<file path="config.mk">
export PLATFORM = sky130hd
export DESIGN_NAME = ysyx_25030081_pc_ctrl
export DESIGN_NICKNAME = d
export VERILOG_FILES = /design/src/rtl/ysyx_25030081_pkg.sv /design/src/rtl/ysyx_25030081_cnt.sv /design/src/rtl/ysyx_25030081_pc_ctrl.sv
export SDC_FILE = /design/constraint.sdc
export NUM_CORES = 1
export LEC_CHECK = 0
export ABC_AREA = 1
export CORE_ASPECT_RATIO = 1.2
export CORE_MARGIN = 1
export CORE_UTILIZATION = 30
export DETAILED_ROUTE_END_ITERATION = 12
export GPL_ROUTABILITY_DRIVEN = 0
export GPL_TIMING_DRIVEN = 0
export REMOVE_ABC_BUFFERS = 1
export SYNTH_ARGS = -nofsm -noshare
export SYNTH_HDL_FRONTEND = slang
export SYNTH_SLANG_ARGS = --single-unit
</file>
<file path="constraint.sdc">
create_clock -name clk -period 1.8 [get_ports clk]
set_input_delay 0.36 -clock clk [delete_from_list [all_inputs] [get_ports clk]]
set_output_delay 0.36 -clock clk [all_outputs]
set_load 0.005 [all_outputs]
</file>
<file path="src/rtl/ysyx_25030081_pkg.sv">
// ============================================================================
// Module   : ysyx_25030081_pkg
// Brief    : Shared types and constants for the ysyx_25030081 PC sequencer.
// Revision : 1.0 - initial release
// ============================================================================
`default_nettype none

package ysyx_25030081_pkg;

    typedef enum logic [2:0] {
        S_IDLE  = 3'd0,
        S_FETCH = 3'd1,
        S_WAIT  = 3'd2,
        S_EXEC  = 3'd3,
        S_HALT  = 3'd4
    } pc_state_t;

    localparam logic [1:0]  FC_NONE     = 2'b00;
    localparam logic [1:0]  FC_BUS      = 2'b01;
    localparam logic [1:0]  FC_MISALIGN = 2'b10;

    localparam logic [31:0] DEFAULT_RESET_PC = 32'h8000_0000;

endpackage

`default_nettype wire

</file>
<file path="src/rtl/ysyx_25030081_cnt.sv">
// ============================================================================
// Module   : ysyx_25030081_cnt
// Brief    : Enable-controlled wrapping up-counter (retired/cycle counts).
// Revision : 1.0 - initial release
// ============================================================================
`default_nettype none

module ysyx_25030081_cnt #(
    parameter int WIDTH = 64
) (
    input  logic             clk,
    input  logic             rst_n,
    input  logic             en_i,
    output logic [WIDTH-1:0] cnt_o
);

    logic [WIDTH-1:0] cnt_q;
    logic [WIDTH-1:0] cnt_d;

    always_comb begin
        cnt_d = cnt_q;
        if (en_i) begin
            cnt_d = cnt_q + {{(WIDTH-1){1'b0}}, 1'b1};
        end
    end

    always_ff @(posedge clk or negedge rst_n) begin
        if (!rst_n) begin
            cnt_q <= '0;
        end else begin
            cnt_q <= cnt_d;
        end
    end

    assign cnt_o = cnt_q;

endmodule

`default_nettype wire

</file>
<file path="src/rtl/ysyx_25030081_pc_ctrl.sv">
// ============================================================================
// Module   : ysyx_25030081_pc_ctrl
// Brief    : Multi-cycle PC sequencer: fetch, hand to execute, commit next PC.
// Revision : 1.0 - initial release
// ============================================================================
`default_nettype none

module ysyx_25030081_pc_ctrl
    import ysyx_25030081_pkg::*;
#(
    parameter int                    DATA_WIDTH = 32,
    parameter logic [DATA_WIDTH-1:0] RESET_PC   = DEFAULT_RESET_PC,
    parameter int                    CNT_WIDTH  = 64
) (
    input  logic                  clk,
    input  logic                  rst_n,
    output logic                  ifu_req_valid,
    input  logic                  ifu_req_ready,
    output logic [DATA_WIDTH-1:0] ifu_req_addr,
    input  logic                  ifu_rsp_valid,
    output logic                  ifu_rsp_ready,
    input  logic [DATA_WIDTH-1:0] ifu_rsp_data,
    input  logic                  ifu_rsp_err,
    output logic [DATA_WIDTH-1:0] pc,
    output logic [DATA_WIDTH-1:0] inst,
    output logic                  inst_valid,
    input  logic                  exu_done,
    input  logic [DATA_WIDTH-1:0] next_pc,
    input  logic                  halt_req,
    output logic                  halted,
    output logic                  fault,
    output logic [1:0]            fault_cause,
    output logic [CNT_WIDTH-1:0]  instret
);

    pc_state_t             state_q, state_d;
    logic [DATA_WIDTH-1:0] pc_q, pc_d;
    logic [DATA_WIDTH-1:0] inst_q, inst_d;
    logic                  fault_q, fault_d;
    logic [1:0]            cause_q, cause_d;
    logic                  retire;

    always_comb begin
        state_d = state_q;
        pc_d    = pc_q;
        inst_d  = inst_q;
        fault_d = fault_q;
        cause_d = cause_q;
        retire  = 1'b0;
        case (state_q)
            S_IDLE:  state_d = S_FETCH;
            S_FETCH: begin
                if (ifu_req_ready) begin
                    state_d = S_WAIT;
                end
            end
            S_WAIT: begin
                if (ifu_rsp_valid) begin
                    if (ifu_rsp_err) begin
                        fault_d = 1'b1;
                        cause_d = FC_BUS;
                        state_d = S_HALT;
                    end else begin
                        inst_d  = ifu_rsp_data;
                        state_d = S_EXEC;
                    end
                end
            end
            S_EXEC: begin
                // ebreak retires; a misaligned target does not, and the PC is kept
                if (exu_done) begin
                    if (halt_req) begin
                        retire  = 1'b1;
                        state_d = S_HALT;
                    end else if (next_pc[1:0] != 2'b00) begin
                        fault_d = 1'b1;
                        cause_d = FC_MISALIGN;
                        state_d = S_HALT;
                    end else begin
                        pc_d    = next_pc;
                        retire  = 1'b1;
                        state_d = S_FETCH;
                    end
                end
            end
            S_HALT:  state_d = S_HALT;
            default: state_d = S_IDLE;
        endcase
    end

    always_ff @(posedge clk or negedge rst_n) begin
        if (!rst_n) begin
            state_q <= S_IDLE;
            pc_q    <= RESET_PC;
            inst_q  <= '0;
            fault_q <= 1'b0;
            cause_q <= FC_NONE;
        end else begin
            state_q <= state_d;
            pc_q    <= pc_d;
            inst_q  <= inst_d;
            fault_q <= fault_d;
            cause_q <= cause_d;
        end
    end

    ysyx_25030081_cnt #(
        .WIDTH (CNT_WIDTH)
    ) u_instret (
        .clk   (clk),
        .rst_n (rst_n),
        .en_i  (retire),
        .cnt_o (instret)
    );

    assign ifu_req_valid = (state_q == S_FETCH);
    assign ifu_rsp_ready = (state_q == S_WAIT);
    assign inst_valid    = (state_q == S_EXEC);
    assign halted        = (state_q == S_HALT);
    assign ifu_req_addr  = pc_q;
    assign pc            = pc_q;
    assign inst          = inst_q;
    assign fault         = fault_q;
    assign fault_cause   = cause_q;

endmodule

`default_nettype wire
</file>
==> results of run 1 <==
==> flip-flops by register name, summed over array words and instances (netlist names) <==
register / cells
state_q: 3
inst: 32
fault: 1
ifu_req_addr: 32
fault_cause: 2
u_instret.cnt_o: 64
==> kinds of logic after synthesis <==
group                    after synthesis  share of synthesized area [%]
AO/OA/AOI/OAI                         11                          0.904
flip-flops                           134                           49.4
multiplexers                          32                           5.31
buffers and inverters                118                           8.67
adder cells (fa/ha/maj)                1                          0.184
AND/OR/NAND/NOR                      463                           29.8
XOR/XNOR                              44                           5.68
==> cell usage after synthesis, types with 15 or more instances <==
master	instances
xnor2_1	27
nand4_1	15
xor2_1	17
inv_1	72
buf_4	32
nor3_1	15
mux2_2	32
nand2_1	272
dfrtp_1	133
nand3_1	36
nor2_1	90
==> repair_timing <==
| action | CTS | global route |
|---|---|---|
| gates cloned | 3 | 1 |
| hold buffers | 1 | 0 |
| endpoints found under the hold margin | 6 | 0 |
| gates resized for setup | 47 | 66 |
| pin swaps | 4 | 12 |
| setup buffers | 8 | 24 |
| endpoints found under the setup margin | 148 | 123 |
==> per-stage QoR <==
step | instances | cell area, um2 | TNS, ps
floorplan | 759 | 6470 | -18490
finish | 1340 | 10400 | 0
CTS | 1315 | 10100 | -68.0
detailed placement | 1271 | 9220 | -109640
global placement | 1270 | 9190 | -858160
global route | 1340 | 10400 | -290
==> power breakdown <==
part,internal [uW],switching [uW],total (uW)
Sequential,3770,497,4270
Clock,2360,1470,3830
Combinational,2500,1340,3840
==> layout make-up <==
| class | instances | share of cell area (%) |
|---|---|---|
| flip-flops and latches | 134 | 32.5 |
| multi-input cells | 554 | 29.5 |
| repair buffers | 271 | 25.6 |
| clock buffers | 17 | 4.08 |
| well taps | 274 | 3.29 |
| inverters | 74 | 2.82 |
| clock inverters | 15 | 2.10 |
| repair inverters | 1 | 0.0720 |
==> final timing paths <==
path	startpoint	endpoint	slack, ps	cells past startpoint
worst max-delay path	u_instret.cnt_o[56]	instret[56]	20	1
worst min-delay path	next_pc[31]	ifu_req_addr[31]	460	3
worst max register to register	u_instret.cnt_o[1]	u_instret.cnt_o[56]	70	10
worst min register to register	fault	fault	470	1
max in group asynchronous	rst_n	ifu_req_addr[18]	530	3
min in group asynchronous	rst_n	u_instret.cnt_o[57]	490	2
==> placed cells by master (no fill, tap or decap), types with 17 or more instances in the layout <==
cell	instances
nand3_1	31
xnor2_1	27
nor2_1	75
dfrtp_1	106
mux2_2	32
nand2_1	262
clkdlybuf4s50_1	220
inv_1	69
dfrtp_2	27
buf_4	29
xor2_1	17
clkbuf_16	17
==> routing by layer <==
metal	global-route usage [%]	vias up	wire length [um]
li1	-	3001	-
met5	0	-	0
met2	34.8	238	11300
met1	21.8	2888	8730
met4	6.43	0	524
met3	4.60	32	1610
==> run summary, run 1 <==
* **final HPWL from detailed placement** 16.0 mm
* **worst-skew pair later-pin latency** 430 ps
* **layout cell share with drive strength beyond 1** 18.9%
* **core region area** 21900 um2
* **CTS clk-pin slew, worst paths** 70 ps
* **Boundary Pins** 238
* **delay-heaviest family, CP** buffers and inverters
* **number of synthesized flops with an enable pin** 0
* **highest fanout seen on the critical path** 6
* **sequential cell area in the final layout** 3390 um2
* **area of combinational cells with multiple inputs** 3080 um2
* **total wirelength of the detailed-routed design** 22.1 mm
* **number of different library cells in the post-synthesis netlist** 36
* **Inserted Clock Buffers** 17
* **number of remaining DRC errors** 0
* **post-synth top area share** 49.1%
* **kind of launch point of the worst setup path** flop
* **maximum number of pins on one net before global-route repair** 73
* **number of antenna repair diodes** 0
* **setup repair after global routing missed its margin** yes
* **delay contributed by the slowest stage of the critical path** 550 ps
* **Peak Freq** 561 MHz
* **via count** 6159
* **all-layer global routing usage** 19.1%
* **global-route wire length before repair** 33.7 mm
* **leading post-synthesis cells by cell area** dfrtp_1 (49%), nand2_1 (15%), mux2_2 (5.3%)
* **Warnings, synthesis** 0
* **residual overflow from global routing** 0
* **remaining antenna violation count after routing** 0
* **total power divided by cell area** 1150 nW/um2
* **outcome** finished, final reports clean
* **sequential fraction of the synthesis area** 49.4%
* **max capacitance violation total** 0
* **Final Worst Setup Slack** 17.0 ps
* **clock root cell** clkbuf_16
* **worst slack at placement** -1660 ps
* **final setup fails** 0
* **kind of path behind the tightest hold check** in -> reg
* **maximum buffer depth of the clock tree** 2
* **count of input and output buffers** 237
* **nets** 1125
* **die outline height** 167 um
* **cell with the biggest individual delay on the critical path** clkdlybuf4s50_1
* **static leakage power** 0.00471 uW
* **initial DRC count** 278
* **routed vias/inst** 4.60
* **row count** 59
* **clock period minus final worst setup slack** 1780 ps
* **number of antenna violations at the first check in global routing** 1
* **minimum hold slack** 463 ps
* **category of the worst setup path capture point** primary output
* **worst path cell trace** clkdlybuf4s50_1
* **Req. time, crit path** 1440 ps
* **Top FF cell, synth** dfrtp_1
* **number of global-route vias before repair** 5960
* **area grow syn2layout** 53.8%
* **final critical-path share of the clock period** 99.1%
* **number of optimization iterations in the first detailed-route pass** 5
* **Finished Core Util** 47.6%
* **width of the chip** 139 um
* **post-synthesis async set-or-reset flop share** 100%
* **crit path DAT** 1420 ps
* **clock tree from TritonCTS** yes
* **total chip power** 11900 uW
* **CP bufs+invs** 1
* **area of the mapped netlist** 6780 um2
* **Syn Area/Cell** 8.45 um2
* **sink count of the clock tree** 134
* **classification of the worst setup path** reg -> out
* **Relative slew margins** 49.6%
* **Fill cells** 2144
* **Final Max Slew Viols** 0
* **post-detailed-route wirelength per cell** 16.5 um
* **starting density of the core** 30.9%
* **number of instances in the synthesized netlist** 803
* **Die ar.** 23200 um2
* **Post-Route Skew** 11.3 ps
* **number of failing hold endpoints at the final stage** 0
* **slew at the pin with the worst max-slew slack** 756 ps
* **peak supply drop** 637 uV
* **number of synthesized register bits** 134
* **number of H-tree levels** 4
* **cell taking the most area after synthesis** dfrtp_1
(Power assumes the default switching activity.)
==> run 2, diff against run 1 <==
--- a/config.mk
+++ b/config.mk
@@ -12,7 +12,10 @@
 export DETAILED_ROUTE_END_ITERATION = 12
 export GPL_ROUTABILITY_DRIVEN = 0
 export GPL_TIMING_DRIVEN = 0
+export MAX_ROUTING_LAYER = met4
+export PLACE_DENSITY = 0.58
 export REMOVE_ABC_BUFFERS = 1
+export SKIP_CTS_REPAIR_TIMING = 1
 export SYNTH_ARGS = -nofsm -noshare
 export SYNTH_HDL_FRONTEND = slang
 export SYNTH_SLANG_ARGS = --single-unit
==> run summary, run 2 (same netlist as run 1, synthesis figures left out) <==
* **outcome** finished, violations left, was finished, final reports clean
* **violated checks** negative setup slack
* **clock tree from TritonCTS** yes, unchanged
* **flip-flop count of the largest register after layout** 64, unchanged
* **static leakage power** 0.00482 uW, was 0.00471 uW
* **number of antenna repair diodes** 0, unchanged
* **Post-Route Skew** 14.8 ps, was 11.3 ps
* **setup repair after global routing missed its margin** yes, unchanged
* **row count** 59, unchanged
* **category of the worst setup path capture point** flop, was primary output
* **kind of path behind the tightest hold check** in -> async, was in -> reg
* **Final Worst Setup Slack** -45.9 ps, was 17.0 ps
* **worst slack at placement** -1680 ps, was -1660 ps
* **all-layer global routing usage** 19.2%, was 19.1%
* **Peak Freq** 542 MHz, was 561 MHz
* **maximum number of pins on one net before global-route repair** 77, was 73
* **classification of the worst setup path** reg -> reg, was reg -> out
* **net switching power** 3240 uW, was 3310 uW
* **clock root cell** clkbuf_16, unchanged
* **number of remaining DRC errors** 0, unchanged
* **Finished Core Util** 48.0%, was 47.6%
* **number of antenna violations at the first check in global routing** 0, was 1
* **kind of launch point of the worst setup path** flop, unchanged
* **global-route wire length before repair** 33.0 mm, was 33.7 mm
* **cell internal pwr** 8490 uW, was 8640 uW
* **worst-skew pair later-pin latency** 430 ps, about the same
* **peak supply drop** 642 uV, was 637 uV
* **max capacitance violation total** 0, unchanged
* **total chip power** 11700 uW, was 11900 uW
* **clock period minus final worst setup slack** 1850 ps, was 1780 ps
* **sink count of the clock tree** 134, unchanged
* **routed vias/inst** 4.61, was 4.60
* **Relative slew margins** 61.7%, was 49.6%
* **initial DRC count** 247, was 278
* **Boundary Pins** 238, unchanged
* **final critical-path share of the clock period** 103%, was 99.1%
* **starting density of the core** 30.9%, unchanged
* **Die ar.** 23200 um2, unchanged
* **core region area** 21900 um2, unchanged
* **sequential fraction of design power** 36.5%, was 35.8%
* **area grow syn2layout** 55.1%, was 53.8%
* **number of optimization iterations in the first detailed-route pass** 4, was 5
* **nets** 1125, unchanged
* **post-detailed-route wirelength per cell** 16.6 um, was 16.5 um
* **Fill cells** 2141, was 2144
* **final HPWL from detailed placement** 16.0 mm, about the same
* **number of H-tree levels** 4, unchanged
* **Final Max Slew Viols** 0, unchanged
* **setup tns final** -101 ps, was 0 ps
* **maximum buffer depth of the clock tree** 2, unchanged
* **residual overflow from global routing** 0, unchanged
* **highest fanout seen on the critical path** 7, was 6
* **most common cell after layout, fill and taps aside** nand2_1, unchanged
* **count of input and output buffers** 237, unchanged
* **number of global-route vias before repair** 5971, was 5960
* **commonest cells after routing, fill and taps aside** nand2_1 (263), clkdlybuf4s50_1 (221), dfrtp_1 (107), nor2_1 (72), inv_1 (70), was nand2_1 (262), clkdlybuf4s50_1 (220), dfrtp_1 (106), nor2_1 (75), inv_1 (69)
* **via count** 6182, was 6159
* **total wirelength of the detailed-routed design** 22.2 mm, was 22.1 mm
* **total power divided by cell area** 1110 nW/um2, was 1150 nW/um2
* **die outline height** 167 um, unchanged
* **final setup fails** 3, was 0
* **crit path DAT** 2140 ps, was 1420 ps
* **share of total power in combinational logic** 32.7%, was 32.2%
* **share of total power in the clock network** 30.9%, was 32.1%
* **count of non-filler cells in the finished layout** 1340, unchanged
* **width of the chip** 139 um, unchanged
* **Req. time, crit path** 2100 ps, was 1440 ps
* **number of placed instances with taps included** 1271, unchanged
* **remaining antenna violation count after routing** 0, unchanged
* **number of failing hold endpoints at the final stage** 0, unchanged
* **slew at the pin with the worst max-slew slack** 575 ps, was 756 ps
* **CTS clk-pin slew, worst paths** 70 ps, about the same
* **layout cell share with drive strength beyond 1** 18.5%, was 18.9%
* **Net Sw Frac** 27.6%, was 27.7%
* **Inserted Clock Buffers** 17, unchanged
[run 2: cell types whose count changed in the layout (fill, tap and decap cells not counted), sizes merged]
cell and change:
nand2 -1, dlymetal6s2s +8, dlygate4sd2 -7, clkbuf +1
clkinvlp +1, clkinv +1, inv -2, buf -1
bufinv -1, clkdlybuf4s50 +1
[run 2: final timing paths]
check	from	end	slack (ps)	cells past startpoint
min in group clk	next_pc[31]	ifu_req_addr[31]	460	3
worst max-delay path	state_q[0]	u_instret.cnt_o[31]	-50	10
max in group asynchronous	rst_n	ifu_req_addr[31]	500	3
worst min-delay path	rst_n	u_instret.cnt_o[57]	460	2
worst max register to register	state_q[0]	u_instret.cnt_o[31]	-50	10
worst min register to register	ifu_req_addr[31]	ifu_req_addr[31]	470	2
[run 2: power by group through the flow]
stage | logic, uW | clock network, uW | registers (uW)
after floorplan | 863 | 0 | 4390
after global placement | 3570 | 0 | 4300
after detailed placement | 3610 | 0 | 4340
after CTS | 3610 | 3690 | 4290
after global routing | 4110 | 3830 | 4390
final | 3830 | 3620 | 4280
[run 2: area by class of cell]
| type | instances | area, um2 | area share, % |
|---|---|---|---|
| Clock buffer | 19 | 433 | 4.11 |
| Clock inverter | 13 | 171 | 1.63 |
| Inverter | 74 | 294 | 2.79 |
| Multi-Input combinational cell | 553 | 3100 | 29.5 |
| Sequential cell | 134 | 3390 | 32.2 |
| Tap cell | 274 | 343 | 3.26 |
| Timing Repair Buffer | 271 | 2780 | 26.4 |
| Timing Repair inverter | 2 | 16.3 | 0.155 |
[run 2: metrics by stage]
stage / hold WS [ps] / instance area (um2)
after floorplan: 64.4 / 6470
after detailed placement: 385 / 9220
after global placement: 454 / 9190
final: 461 / 10500
after CTS: -76.2 / 9820
after global routing: 477 / 10500
[run 2: worst max-delay path, cell delays in order, from the launching register on]
cell	delay, ps
dfrtp_1	380
buf_6	130
nand2_4	50
nor2_4	190
nand3_4	190
buf_12	200
clkinv_8	50
nand2_4	70
nor2_4	230
nand2_2	100
xnor2_1	130
[run 2: routing by layer]
layer / routed length, um / GRT usage (%)
met3: 1480 / 4.23
met2: 11200 / 33.0
met4: 429 / 7.63
met1: 9050 / 21.6
met5: 0 / -
